## src/rtl/core_ctrl_pkg.sv

```systemverilog
// Shared types for the core run controller:
// state encoding and command opcodes.
package core_ctrl_pkg;

  typedef enum logic [2:0] {
    S_IDLE,
    S_LAUNCH,
    S_RUN,
    S_HALTED,
    S_STEP
  } state_t;

  localparam logic [1:0] OP_NOP  = 2'b00;
  localparam logic [1:0] OP_RUN  = 2'b01;
  localparam logic [1:0] OP_HALT = 2'b10;
  localparam logic [1:0] OP_STEP = 2'b11;

endpackage

```

## src/rtl/core_run_ctrl_if.sv

```systemverilog
// Host/debug command channel with a
// valid/ready handshake.
interface core_run_ctrl_if #(
  parameter int STEP_W = 16
);

  logic              cmd_valid;
  logic              cmd_ready;
  logic [1:0]        cmd_op;
  logic [STEP_W-1:0] cmd_steps;

  modport master (
    output cmd_valid,
    output cmd_op,
    output cmd_steps,
    input  cmd_ready
  );

  modport slave (
    input  cmd_valid,
    input  cmd_op,
    input  cmd_steps,
    output cmd_ready
  );

endinterface

```

## src/rtl/core_step_cnt.sv

```systemverilog
// Unsigned STEP down-counter; holds at zero
// so a zero load never wraps.
module core_step_cnt #(
  parameter int STEP_W = 16
) (
  input  logic              clk,
  input  logic              rstn,
  input  logic              load,
  input  logic [STEP_W-1:0] load_val,
  input  logic              dec,
  output logic              last,
  output logic              zero
);

  logic [STEP_W-1:0] cnt;

  // load has priority over decrement
  always_ff @(posedge clk or negedge rstn) begin
    if (!rstn) begin
      cnt <= '0;
    end else if (load) begin
      cnt <= load_val;
    end else if (dec && (cnt != '0)) begin
      cnt <= cnt - 1'b1;
    end
  end

  assign zero = (cnt == '0);
  assign last = (cnt <= STEP_W'(1));

endmodule

```

## src/rtl/core_run_ctrl.sv

```systemverilog
// Run controller for the core FSM: RUN/HALT/STEP.
// Macro CORE_RUN_CTRL_CYCLE_CNT_EN adds cycle_count.
module core_run_ctrl
  import core_ctrl_pkg::*;
#(
  parameter int STEP_W = 16
) (
  input  logic                clk,
  input  logic                rstn,
  core_run_ctrl_if.slave      cmd,
  input  logic                ext_stall,
  input  logic                active,
  output logic                start,
  output logic                stall,
  output logic                halted,
  output logic                step_done,
  output logic [31:0]         cycle_count
);

  state_t            state;
  state_t            state_nx;
  logic              tgt_step;
  logic [STEP_W-1:0] steps_q;
  logic              arm;
  logic              arm_step;
  logic              cnt_load;
  logic [STEP_W-1:0] cnt_val;
  logic              cnt_dec;
  logic              cnt_last;
  logic              cnt_zero;
  logic              accept;

  assign cmd.cmd_ready = (state == S_IDLE)
                       | (state == S_RUN)
                       | (state == S_HALTED);
  assign accept  = cmd.cmd_valid & cmd.cmd_ready;
  assign start   = (state == S_LAUNCH);
  assign halted  = (state == S_HALTED);
  assign stall   = halted | ext_stall;
  assign cnt_dec = (state == S_STEP) & ~stall;

  core_step_cnt #(.STEP_W(STEP_W)) u_step_cnt (
    .clk      (clk),
    .rstn     (rstn),
    .load     (cnt_load),
    .load_val (cnt_val),
    .dec      (cnt_dec),
    .last     (cnt_last),
    .zero     (cnt_zero)
  );

  // next state, launch target capture, counter load
  always_comb begin
    state_nx = state;
    arm      = 1'b0;
    arm_step = 1'b0;
    cnt_load = 1'b0;
    cnt_val  = cmd.cmd_steps;
    case (state)
      S_IDLE: begin
        if (accept) begin
          unique case (cmd.cmd_op)
            OP_RUN: begin
              state_nx = S_LAUNCH;
              arm      = 1'b1;
            end
            OP_STEP: begin
              state_nx = S_LAUNCH;
              arm      = 1'b1;
              arm_step = 1'b1;
            end
            OP_HALT: state_nx = S_HALTED;
            OP_NOP:  ;
          endcase
        end
      end
      S_LAUNCH: begin
        if (!ext_stall) begin
          if (tgt_step) begin
            state_nx = S_STEP;
            cnt_load = 1'b1;
            cnt_val  = steps_q;
          end else begin
            state_nx = S_RUN;
          end
        end
      end
      S_RUN: begin
        if (accept) begin
          unique case (cmd.cmd_op)
            OP_HALT: state_nx = S_HALTED;
            OP_STEP: begin
              state_nx = S_STEP;
              cnt_load = 1'b1;
            end
            OP_RUN, OP_NOP: ;
          endcase
        end
      end
      S_HALTED: begin
        if (accept) begin
          unique case (cmd.cmd_op)
            OP_RUN:  state_nx = S_RUN;
            OP_STEP: begin
              state_nx = S_STEP;
              cnt_load = 1'b1;
            end
            OP_HALT, OP_NOP: ;
          endcase
        end
      end
      S_STEP: begin
        if (cnt_zero || (cnt_last && !stall)) begin
          state_nx = S_HALTED;
        end
      end
      default: state_nx = S_IDLE;
    endcase
  end

  // state register, launch target and step_done pulse
  always_ff @(posedge clk or negedge rstn) begin
    if (!rstn) begin
      state     <= S_IDLE;
      tgt_step  <= 1'b0;
      steps_q   <= '0;
      step_done <= 1'b0;
    end else begin
      state     <= state_nx;
      step_done <= (state == S_STEP)
                 & (state_nx == S_HALTED);
      if (arm) begin
        tgt_step <= arm_step;
        steps_q  <= cmd.cmd_steps;
      end
    end
  end

`ifdef CORE_RUN_CTRL_CYCLE_CNT_EN
  logic [31:0] cyc_q;

  // count cycles where the core really executes
  always_ff @(posedge clk or negedge rstn) begin
    if (!rstn) begin
      cyc_q <= '0;
    end else if (active && !stall) begin
      cyc_q <= cyc_q + 32'd1;
    end
  end

  assign cycle_count = cyc_q;
`else
  logic unused_active;
  assign unused_active = active;
  assign cycle_count   = '0;
`endif

endmodule

```

## src/flat_wrapper.sv

```systemverilog
// flat-port wrapper written by rule: the top's interface ports become plain ports
module core_run_ctrl_flat import core_ctrl_pkg::*;
#(
  parameter int STEP_W = 16
)
  (clk, rstn, ext_stall, active, start, stall, halted, step_done, cycle_count, cmd_cmd_valid, cmd_cmd_op, cmd_cmd_steps, cmd_cmd_ready);
  core_run_ctrl_if #(.STEP_W(STEP_W)) cmd_i ();
  input  logic clk;
  input  logic rstn;
  input  logic ext_stall;
  input  logic active;
  output logic start;
  output logic stall;
  output logic halted;
  output logic step_done;
  output logic [31:0] cycle_count;
  input wire logic [$bits(cmd_i.cmd_valid)-1:0] cmd_cmd_valid;
  input wire logic [$bits(cmd_i.cmd_op)-1:0] cmd_cmd_op;
  input wire logic [$bits(cmd_i.cmd_steps)-1:0] cmd_cmd_steps;
  output wire logic [$bits(cmd_i.cmd_ready)-1:0] cmd_cmd_ready;
  assign cmd_i.cmd_valid = cmd_cmd_valid;
  assign cmd_i.cmd_op = cmd_cmd_op;
  assign cmd_i.cmd_steps = cmd_cmd_steps;
  assign cmd_cmd_ready = cmd_i.cmd_ready;
  core_run_ctrl #(.STEP_W(STEP_W)) u_core (.clk(clk), .rstn(rstn), .cmd(cmd_i), .ext_stall(ext_stall), .active(active), .start(start), .stall(stall), .halted(halted), .step_done(step_done), .cycle_count(cycle_count));
endmodule
```

## config.mk

```make
export PLATFORM = sky130hd
export DESIGN_NAME = core_run_ctrl_flat
export DESIGN_NICKNAME = d
export VERILOG_FILES = /design/src/rtl/core_ctrl_pkg.sv /design/src/rtl/core_run_ctrl_if.sv /design/src/rtl/core_step_cnt.sv /design/src/rtl/core_run_ctrl.sv /design/src/flat_wrapper.sv
export SDC_FILE = /design/constraint.sdc
export NUM_CORES = 1
export LEC_CHECK = 0
export BUFFER_PORTS_ARGS = -buffer_cell sky130_fd_sc_hd__buf_4
export CORE_ASPECT_RATIO = 1.5
export CORE_MARGIN = 10
export CORE_UTILIZATION = 57
export DETAILED_ROUTE_END_ITERATION = 12
export HOLD_SLACK_MARGIN = 0.1
export PLACE_DENSITY = 0.89
export SYNTH_ARGS = -nofsm -noshare
export SYNTH_HDL_FRONTEND = slang
export SYNTH_SLANG_ARGS = --single-unit
```

## constraint.sdc

```tcl
create_clock -name clk -period 5.75 [get_ports clk]
set_input_delay 1.4375 -clock clk [delete_from_list [all_inputs] [get_ports clk]]
set_output_delay 1.4375 -clock clk [all_outputs]
set_load 0.03 [all_outputs]
```

Yosys cells after proc, flatten, opt, wreduce, memory -nomap -nowiden
Index checks and enable logic that the tools add are counted.
- register bits: 37
- latch bits: 0
- RAM bits: 0
- ROM bits: 0
- bits of input ports: 23
- output and inout port bits: 37
- word-level logic and storage cells: 56
- memories kept: 0
- add/sub/neg operators: 1
- $mul: 0
- divide/modulo/power cells: 0
- $lt $le $gt $ge: 1
- equal/unequal tests: 8
- shifts and indexed selects: 0
- multiplexer cells: 24
- bitwise logic cells: 7
- reduce and logical (&&, ||, !) cells: 10
- operators with widths (cell ; number):
    $mux 16 ; 5
    $mux 3 ; 6
    $pmux 3 s2 ; 3
    $le 16x1->1 const B ; 1
    $logic_not 16->1 ; 1
    $reduce_bool 16->1 ; 1
    $sub 16x1->16 const B ; 1
    $pmux 3 s5 ; 1
    $eq 3x2->1 const B ; 3
    $mux 1 ; 8
    $eq 2x2->1 const B ; 2
    $reduce_or 2->1 ; 2
    $and 1x1->1 ; 3
    $eq 3x1->1 const B ; 1
    $eq 3x3->1 const B ; 1
    $logic_not 3->1 ; 1
    $or 1x1->1 ; 3
    $eq 2x1->1 const B ; 1
    $logic_and 1x1->1 ; 2
    $pmux 1 s2 ; 1
    $reduce_bool 2->1 ; 1
    $logic_not 1->1 ; 1
    $logic_or 1x1->1 ; 1
    $not 1->1 ; 1

Longest topological paths before layout
Gate-level depths: netlist (run 1).
- depth after elaboration: 9
- depth in mapped cells: 7
- gate-level depth less buffers: 6

Cells and area by module
From an unflattened synthesis (run 1), not the netlist that was laid out.
- cells, all modules: 245
- area total of the unflattened synthesis: 2457.4 um^2
- modules (own cells, without submodules) (module ; times used ; cells each ; area an instance (um^2) ; sequential area each (um^2)):
    core_run_ctrl ; 1 ; 117 ; 1393.8 ; 525.5
    core_step_cnt ; 1 ; 128 ; 1063.5 ; 400.4

Least setup slack after synthesis (run 1)
OpenSTA, ideal clock, no wires.
- kind: in2out
- start: input ext_stall
- end: output stall
- data arrival time: 1.803 ns
- required time: 4.313 ns
- slack: 2.509 ns
- stages on the path: 1
- buffers on the path: 0
- cell sequence: or2_2
- longest elaborated chain between the ends: 1
- RTL lines (what ; RTL line ; source):
    from (decl) ; flat_wrapper.sv:10 ; input logic ext_stall;
    $or 1x1->1 ; core_run_ctrl.sv:39 ; assign stall = halted | ext_stall;
    to (decl) ; flat_wrapper.sv:13 ; output logic stall;
Every way passes these cells.

Worst setup path after layout (run 1)
Same ends and word-level chain as after synthesis.

==> key figures, run 1 <==
Clock network
  • Clock Path Buffers: 2
  • Setup repair bufs after CTS: 0
  • Total CTS buffers: 5
  • CTS sink count: 37
  • Hold-fix buffers at CTS: 0
  • # H-tree levels: 2
  • TritonCTS clock tree: done
  • CTS resizes: 0
  • Clock root buffer: clkbuf_8
  • Clock transition at path regs: 0.07 ns
  • Clk Latency, worst-skew pair: 0.29 ns

Critical path
  • WP data arrival: 2.03 ns
  • Crit path max fanout: 6
  • Setup CP Type: input pin to output pin
  • CP startpoint kind: input pin
  • Worst path required time: 4.31 ns
  • Flop2flop setup slack: 2.95 ns
  • CP Capture Type: output pin

GRT
  • Initial antenna violation count: 0
  • Grt ovf: 0
  • Largest net degree at the start of global routing: 38
  • Vias in the first global route: 1861
  • GR Util All Layers: 15.51%
  • First-pass GRT wire length: 9.045 mm

Run status
  • Run status: finished, final reports clean

STA
  • Slew margin rel.: 19.45%
  • Fmax: 288.5 MHz
  • Final Setup Violations: 0
  • Post-route setup slack: 2.284 ns
  • Worst Tran Pin Value: 1.199 ns
  • TNS Setup: 0 ns
  • Final Slew Violations: 0
  • RSZ-0062 raised after global routing: no
  • Clk_skew: 0.009512 ns
  • Endpoints failing hold: 0
  • Final min period: 3.466 ns
  • Tcrit/Tclk final: 60.28%

Routing
  • WL final: 5.560 mm
  • Detail Route Antenna Nets: 0
  • 1st-iter DRT viols: 72
  • Drt first pass iters: 4
  • DR WL/cell: 18.11 um
  • Drt via density: 6.094
  • DRC violations left: 0
  • DR vias: 1871

Placed design
  • Pre-CTS setup slack: 2.041 ns
  • Gp weighted congestion: 0.9338
  • Port bufs: 26
  • DP HPWL: 4.179 mm

Synthesis
  • Avg Cell Area, Syn: 9.906 um^2
  • Post-synth ARST share: 100.0%
  • Mapped Cells: 241
  • Post-Syn Area: 2387 um^2
  • Number of flops mapped to enable cells by yosys: 0
  • Warnings from Yosys: 0
  • Seq cells post-synth: 37
  • Sequential area share after synthesis: 38.78%
  • Most frequently used flop master after synthesis: dfrtp_1
  • Synth unique cells: 59

Die
  • Starting Density: 59.77%
  • I/O pin cnt: 60
  • Core outline area: 3994 um^2
  • Full die area: 7230 um^2
  • Die W: 72.84 um
  • Die H: 99.26 um
  • Row cnt: 28

Power and ir drop
  • Peak VDD IR: 0.3275 mV
  • Pwr/cell area: 469.2 nW/um^2
  • Leakage power: 0.001098 uW

Cells and area
  • # fillers: 335
  • ANT cells: 0
  • Most common cell after layout, fill and taps aside: dfrtp_1
  • Most frequent cells in the layout: dfrtp_1 (37), conb_1 (32), buf_4 (26)
  • Layout cell share with drive strength beyond 1: 25.95%
  • FF+latch area: 925.9 um^2
  • Synthesis-to-layout area growth: 8.281%
  • Multi-input logic area: 1257 um^2
  • Nets: 286

Min path
  • Hold Path Class: flop to flop

Flow run
  • Max cap viols: 0
[cells by family (layout without fill, tap and decap cells)]
kind of cell	Yosys count	count (layout)	synth area share [%]
DFF	37	37	38.78
and+or+nand+nor	75	75	19.44
xor gates and xnor gates	1	1	0.3669
AOI/OAI and AO/OA	55	55	17.98
muxes	18	18	8.438
other	1	32	0.1571
buffers and inverters	52	42	13.78
adders and majority gates	2	2	1.048
[worst max-delay path, stage by stage]
cell	delay, ns
buf_4	0.14
or2_2	0.28
buf_4	0.17
[final timing paths]
| kind | start | endpoint | depth (start not counted) |
|---|---|---|---|
| setup reg to reg | u_core.state[1] | u_core.u_step_cnt.cnt[4] | 4 |
| max in group asynchronous | rstn | u_core.steps_q[12] | 1 |
| hold / removal | u_core.steps_q[13] | u_core.steps_q[13] | 1 |
| min in group asynchronous | rstn | u_core.tgt_step | 1 |
| setup / recovery | ext_stall | stall | 3 |
| hold reg to reg | u_core.steps_q[13] | u_core.steps_q[13] | 1 |
[report_power, final]
group          switching [uW]  internal (uW)
combinational             236            211
sequential                146            384
clock                    94.3            141
total                     477            736
[cell usage after synthesis (2+ instances only)]
library cell,n,area share (%)
o31a_2,3,1.3
clkbuf_1,5,0.79
dfrtp_1,37,39
nor3b_1,2,0.63
or3_1,3,0.79
mux2_2,17,8.0
nor2b_1,3,0.79
a311oi_1,3,1.1
a22o_1,2,0.73
o21ai_0,9,1.9
o311ai_0,3,1.1
a211oi_1,2,0.63
nor4b_1,2,0.73
or2_2,2,0.52
nor2_1,8,1.3
nand3_1,12,2.5
inv_1,8,1.3
nand2_1,7,1.1
or4_1,2,0.63
and3_1,4,1.0
nor4_1,7,1.8
nand2b_1,2,0.52
a22oi_1,6,1.9
ha_1,2,1.0
nor3_1,9,1.9
a221o_1,2,0.84
a21oi_1,3,0.63
or4_4,2,0.94
o22ai_1,6,1.6
buf_4,32,10
o31ai_1,2,0.63
a31oi_1,2,0.52
buf_2,5,1.0
or4b_2,2,0.84
[cell type report]
cell class                 count  area share (%)
multi-input combinational    183           48.64
sequential                    37           35.82
timing repair buffer          26           7.551
clock buffer                   6           3.195
tap                           45           2.178
clock inverter                 2           1.452
inverter                       8           1.162
[sequential cells by signal, summed over array words and instances (netlist names)]
register	flops
u_core.step_done	1
u_core.state	3
u_core.steps_q	16
u_core.tgt_step	1
u_core.u_step_cnt.cnt	16
[routing by layer]
layer | routed length (um) | vias up | GRT usage [%]
met5 | 0 | - | 0
met4 | 189 | 0 | 8.358
met3 | 342 | 15 | 4.179
met2 | 2881 | 59 | 26.37
met1 | 2148 | 908 | 16.78
li1 | - | 889 | -
[metrics by stage]
stage / util [%] / hold WS, ns / area (um^2) / power, uW / std cells
floorplan: - / 0.4796 / 2504 / 873.1 / 272
global route: 64.72 / 0.5334 / 2585 / 1294 / 307
detailed placement: 61.72 / 0.5011 / 2465 / 973.0 / 299
global placement: 61.72 / 0.4903 / 2465 / 946.1 / 299
finish: 64.72 / 0.5146 / 2585 / 1213 / 307
CTS: 64.72 / 0.5176 / 2585 / 1210 / 307
(Power assumes the default switching activity.)
==> run 2: changes to the inputs <==
- ABC_AREA: default -> 1
- CORE_UTILIZATION: 57 -> 50
- PLACE_DENSITY: 0.89 -> 0.81
- clock period: 5.75 -> 3.05 ns (I/O delays scaled with it)
==> key figures, run 2 <==
Synthesis
  • Mapped Cells: 393
  • Post-synth ARST share: 100.0%
  • Sequential area share after synthesis: 33.62%
  • Synth cell count leaders: nand2_1 (119), nor2_1 (44), inv_1 (43)
  • Post-Syn Area: 2754 um^2
  • Warnings from Yosys: 0
  • Synth top area share: 33.62%
  • Most common cell in the netlist: nand2_1
  • Avg Cell Area, Syn: 7.007 um^2
  • Most frequently used flop master after synthesis: dfrtp_1
  • Number of flops mapped to enable cells by yosys: 0
  • Leading area contributor after synthesis: dfrtp_1
  • Synth unique cells: 35
  • Area contributors post-synth: dfrtp_1 (34%), nand2_1 (16%), buf_4 (8.7%), nand3_1 (6.0%), nor2_1 (6.0%)
  • Seq cells post-synth: 37

Clock network
  • TritonCTS clock tree: done
  • Clk Latency, worst-skew pair: 0.29 ns
  • Total CTS buffers: 5
  • Clock root buffer: clkbuf_8
  • Setup repair bufs after CTS: 0
  • Hold-fix buffers at CTS: 0
  • # H-tree levels: 2
  • CTS resizes: 0
  • Clock transition at path regs: 0.08 ns
  • CTS sink count: 37
  • Clock Path Buffers: 2

Cells and area
  • Most common cell after layout, fill and taps aside: nand2_1
  • Nets: 445
  • Most frequent cells in the layout: nand2_1 (119), nor2_1 (44), inv_1 (43)
  • Biggest registers after layout: u_core.steps_q x16, u_core.u_step_cnt.cnt x16, u_core.state x3
  • Synthesis-to-layout area growth: 7.542%
  • Layout cell share with drive strength beyond 1: 13.54%
  • ANT cells: 0
  • Util after Layout: 54.75%

Routing
  • Drt via density: 4.804
  • DRC violations left: 0
  • Detail Route Antenna Nets: 0
  • DR WL/cell: 12.24 um
  • 1st-iter DRT viols: 144
  • Drt first pass iters: 4
  • WL final: 6.008 mm
  • DR vias: 2359

GRT
  • Largest net degree at the start of global routing: 38
  • Grt ovf: 0
  • First-pass GRT wire length: 10.35 mm
  • GR Util All Layers: 13.83%
  • Initial antenna violation count: 0
  • Vias in the first global route: 2441

Power and ir drop
  • Pwr/cell area: 801.8 nW/um^2
  • Total design power: 2375 uW
  • Leakage power: 0.001588 uW
  • Peak VDD IR: 0.4251 mV

Die
  • Row cnt: 33
  • Full die area: 8938 um^2
  • Die W: 80.60 um
  • Die H: 110.9 um
  • Starting Density: 50.91%
  • Core outline area: 5409 um^2
  • I/O pin cnt: 60

Placed design
  • DP HPWL: 4.743 mm
  • Port bufs: 26
  • Gp weighted congestion: 0.8904
  • Pre-CTS setup slack: 0.9548 ns

Flow run
  • Max cap viols: 0

STA
  • Final Slew Violations: 0
  • Fmax: 434.9 MHz
  • Final Setup Violations: 0
  • Post-route setup slack: 0.7504 ns
  • RSZ-0062 raised after global routing: no
  • Endpoints failing hold: 0
  • WHS: 0.4259 ns
  • TNS Setup: 0 ns
  • Tcrit/Tclk final: 75.40%
  • Worst Tran Pin Value: 0.5173 ns
  • Final min period: 2.300 ns
  • Clk_skew: 0.007603 ns
  • Slew margin rel.: 65.38%

Critical path
  • CP startpoint kind: flop
  • Setup CP Type: flop to output pin
  • Crit path max fanout: 5
  • CP Capture Type: output pin
  • Worst path required time: 2.29 ns
  • WP data arrival: 1.54 ns

Run status
  • Run status: finished, final reports clean

Min path
  • Hold Path Class: input pin to async pin
==> run 2: changes by cell type after synthesis, sizes merged, moves of 6 or more <==
cell | previous run | this run
a22oi | 6 | 0
o21ai | 9 | 32
nor2 | 8 | 51
nand3 | 12 | 34
inv | 8 | 47
nand2 | 7 | 127
nor4 | 8 | 1
mux2 | 17 | 1
==> run 2: final cells by class <==
cell class	count	area, um^2
fill	533	2447
multi-input combinational	302	1481
sequential	37	925.9
timing repair buffer	27	202.7
inverter	47	181.4
tap	70	87.58
clock buffer	6	72.57
clock inverter	2	10.01
==> run 2: logic make-up (layout without fill, tap and decap cells) <==
group           count (synthesis)  in the layout  synth area share (%)
xor+xnor                        5              5                 1.590
simple gates                  224            224                 38.89
flops                          37             37                 33.62
compound gates                 38             38                 7.633
buf+inv                        85             82                 16.81
mux                             1              1                0.4089
fa+ha+maj                       2              2                0.9085
other cells                     1             32                0.1362
==> run 2: final timing paths <==
check / start / end / slack (ns) / cells past startpoint
worst max-delay path: u_core.state[2] / stall / 0.75 / 6
worst min-delay path: rstn / u_core.steps_q[11] / 0.43 / 1
worst max register to register: u_core.u_step_cnt.cnt[0] / u_core.u_step_cnt.cnt[7] / 1.24 / 9
worst min register to register: u_core.steps_q[15] / u_core.steps_q[15] / 0.53 / 1
max in group asynchronous: rstn / u_core.u_step_cnt.cnt[1] / 2.29 / 1
min in group clk: u_core.steps_q[15] / u_core.steps_q[15] / 0.53 / 1
==> run 2: per-layer routing <==
layer	part of all wire [%]	wire length [um]	GRT usage [%]
met1	41	2436	15.34
met2	51	3036	23.83
met3	5.9	355	2.354
met4	3.0	179	7.311
met5	0	0	0
==> run 2: where the power goes <==
| group | switching (uW) | leakage [uW] | internal [uW] |
|---|---|---|---|
| Sequential | 178 | 0.000461 | 710 |
| Clock | 183 | 0.0000450 | 159 |
| Combinational | 757 | 0.00108 | 388 |
==> run 2: worst max-delay path, cell delays in order (launching register included) <==
cell	delay, ns
dfrtp_1	0.49
inv_2	0.11
nand2_1	0.14
nor2_1	0.08
nor2_1	0.20
inv_1	0.06
buf_4	0.17
==> run 2: metrics by stage <==
stage	cell area, um^2	instances
finish	2962	491
CTS	2962	491
detailed placement	2879	483
global placement	2879	483
global route	2962	491
floorplan	2870	424
==> run 3: changes to the inputs <==
- CORE_UTILIZATION: 50 -> 55
- PLACE_DENSITY: 0.81 -> 0.85
- clock period: 3.05 -> 2.2 ns (I/O delays scaled with it)
==> key figures, run 3 (synthesis results as in run 2) <==
Run status
  • Run status: finished, final reports clean

STA
  • TNS Setup: 0 ns
  • Fmax: 492.9 MHz
  • WHS: 0.2159 ns
  • Tcrit/Tclk final: 92.22%
  • Final Slew Violations: 0
  • Endpoints failing hold: 0
  • RSZ-0062 raised after global routing: no
  • Final Setup Violations: 0
  • Final min period: 2.029 ns
  • Clk_skew: 0.007010 ns

Critical path
  • CP startpoint kind: flop
  • Crit path max fanout: 5
  • CP Capture Type: output pin
  • Setup CP Type: flop to output pin
  • Cell family with most CP delay: flip-flops
  • Worst path required time: 1.65 ns
  • Slowest CP cell: dfrtp_2
  • Crit path largest cell delay: 0.46 ns
  • WP data arrival: 1.48 ns
  • Worst Path Buf+Inv: 3
  • Cell Chain, Critical Path: inv_2 -> nand2_1 -> nor2_1 -> nor2_1 -> inv_1 -> buf_4
  • Crit path top cell by count: nor2_1

Routing
  • Post-Route M1 WL: 2.452 mm
  • DR WL/cell: 12.30 um
  • Detail Route Antenna Nets: 0
  • Drt first pass iters: 4
  • Drt via density: 4.855
  • Met2 wire length: 3.029 mm
  • DR vias: 2369
  • DR WL met3: 407 um
  • Top routing layer in use: met4
  • 1st-iter DRT viols: 151
  • DRC violations left: 0
  • WL final: 6.003 mm

Clock network
  • TritonCTS clock tree: done
  • Clock Path Buffers: 2
  • Total CTS buffers: 5
  • Clock transition at path regs: 0.07 ns
  • Setup repair bufs after CTS: 0
  • Clock root buffer: clkbuf_8
  • Clk Latency, worst-skew pair: 0.29 ns
  • # H-tree levels: 2
  • CTS sink count: 37

Cells and area
  • Biggest registers after layout: u_core.steps_q x16, u_core.u_step_cnt.cnt x16, u_core.state x3
  • Most frequent cells in the layout: nand2_1 (119), nor2_1 (44), inv_1 (43)
  • Nets: 447
  • Synthesis-to-layout area growth: 8.087%
  • Most common cell after layout, fill and taps aside: nand2_1
  • Layout cell share with drive strength beyond 1: 13.98%
  • ANT cells: 0

GRT
  • GR Util All Layers: 15.18%
  • Vias in the first global route: 2454
  • Grt ovf: 0
  • Initial antenna violation count: 0
  • Largest net degree at the start of global routing: 38
  • First-pass GRT wire length: 10.55 mm

Die
  • Row cnt: 31
  • Die W: 77.78 um
  • I/O pin cnt: 60
  • Die H: 106.7 um
  • Starting Density: 56.80%
  • Core outline area: 4848 um^2
  • Full die area: 8296 um^2

Placed design
  • Port bufs: 26
  • DP HPWL: 4.679 mm
  • Gp weighted congestion: 0.8883

Power and ir drop
  • Switching portion of total power: 46.17%
  • Pwr/cell area: 1114 nW/um^2
  • Comb pwr share: 48.0%
  • Clock share of power: 14.6%
  • Leakage power: 0.001597 uW
  • Sequential power share: 37.4%
  • Peak VDD IR: 0.5251 mV
  • Int Pwr: 1785 uW
  • NetSw: 1531 uW

Min path
  • Hold Path Class: input pin to async pin

Flow run
  • Max cap viols: 0
==> run 3: final cells by class <==
type | count | area (um^2)
Fill cell | 452 | 1872
Multi-Input combinational cell | 302 | 1481
Sequential cell | 37 | 927.1
Timing Repair Buffer | 29 | 217.7
Inverter | 47 | 181.4
Clock buffer | 7 | 86.33
Tap cell | 66 | 82.58
==> run 3: worst paths after layout <==
kind / start / end / slack (ns) / cells after the start
setup / recovery: u_core.state[2] / stall / 0.17 / 6
hold / removal: rstn / u_core.steps_q[8] / 0.22 / 1
setup reg to reg: u_core.u_step_cnt.cnt[2] / u_core.u_step_cnt.cnt[0] / 0.46 / 8
hold reg to reg: u_core.steps_q[15] / u_core.steps_q[15] / 0.51 / 1
max in group asynchronous: rstn / u_core.state[2] / 1.63 / 1
min in group clk: cmd_cmd_steps[12] / u_core.steps_q[12] / 0.48 / 3
==> run 3: power by group through the flow <==
| stage | sequential [uW] | clock (uW) | combinational [uW] |
|---|---|---|---|
| after floorplan | 1180 | 0 | 1320 |
| after global placement | 1230 | 0 | 1540 |
| after detailed placement | 1240 | 0 | 1590 |
| after CTS | 1230 | 493 | 1600 |
| after global routing | 1280 | 515 | 1830 |
| final | 1240 | 483 | 1590 |
==> run 3: what timing repair did <==
item	in CTS	in global routing
gates resized for setup	0	1
endpoints found under the setup margin	0	1
hold buffers	0	0
==> run 3: routing by layer <==
metal	global-route usage, %	up-vias
li1	-	1221
met1	16.44	1054
met2	25.92	81
met3	4.348	13
met4	8.377	0
met5	0	-
==> run 3: worst register-to-register path: stages (launching register included) <==
cell	delay, ns
dfrtp_1	0.45
nor2_1	0.30
nand2_2	0.14
nor2_4	0.19
nand2_4	0.11
nand2_8	0.12
nand2_2	0.12
nor2_1	0.14
nor2_1	0.05
==> run 3: stage by stage <==
stage               worst slack, ns  instances  power [uW]  area [um^2]  util (%)
finish                       0.1712        488        3316         2977     61.39
global route                0.03807        488        3623         2977     61.39
CTS                          0.1194        488        3323         2975     61.37
detailed placement           0.4427        481        2829         2889     59.59
global placement             0.4677        481        2771         2889     59.59
floorplan                    0.1762        424        2497         2870         -
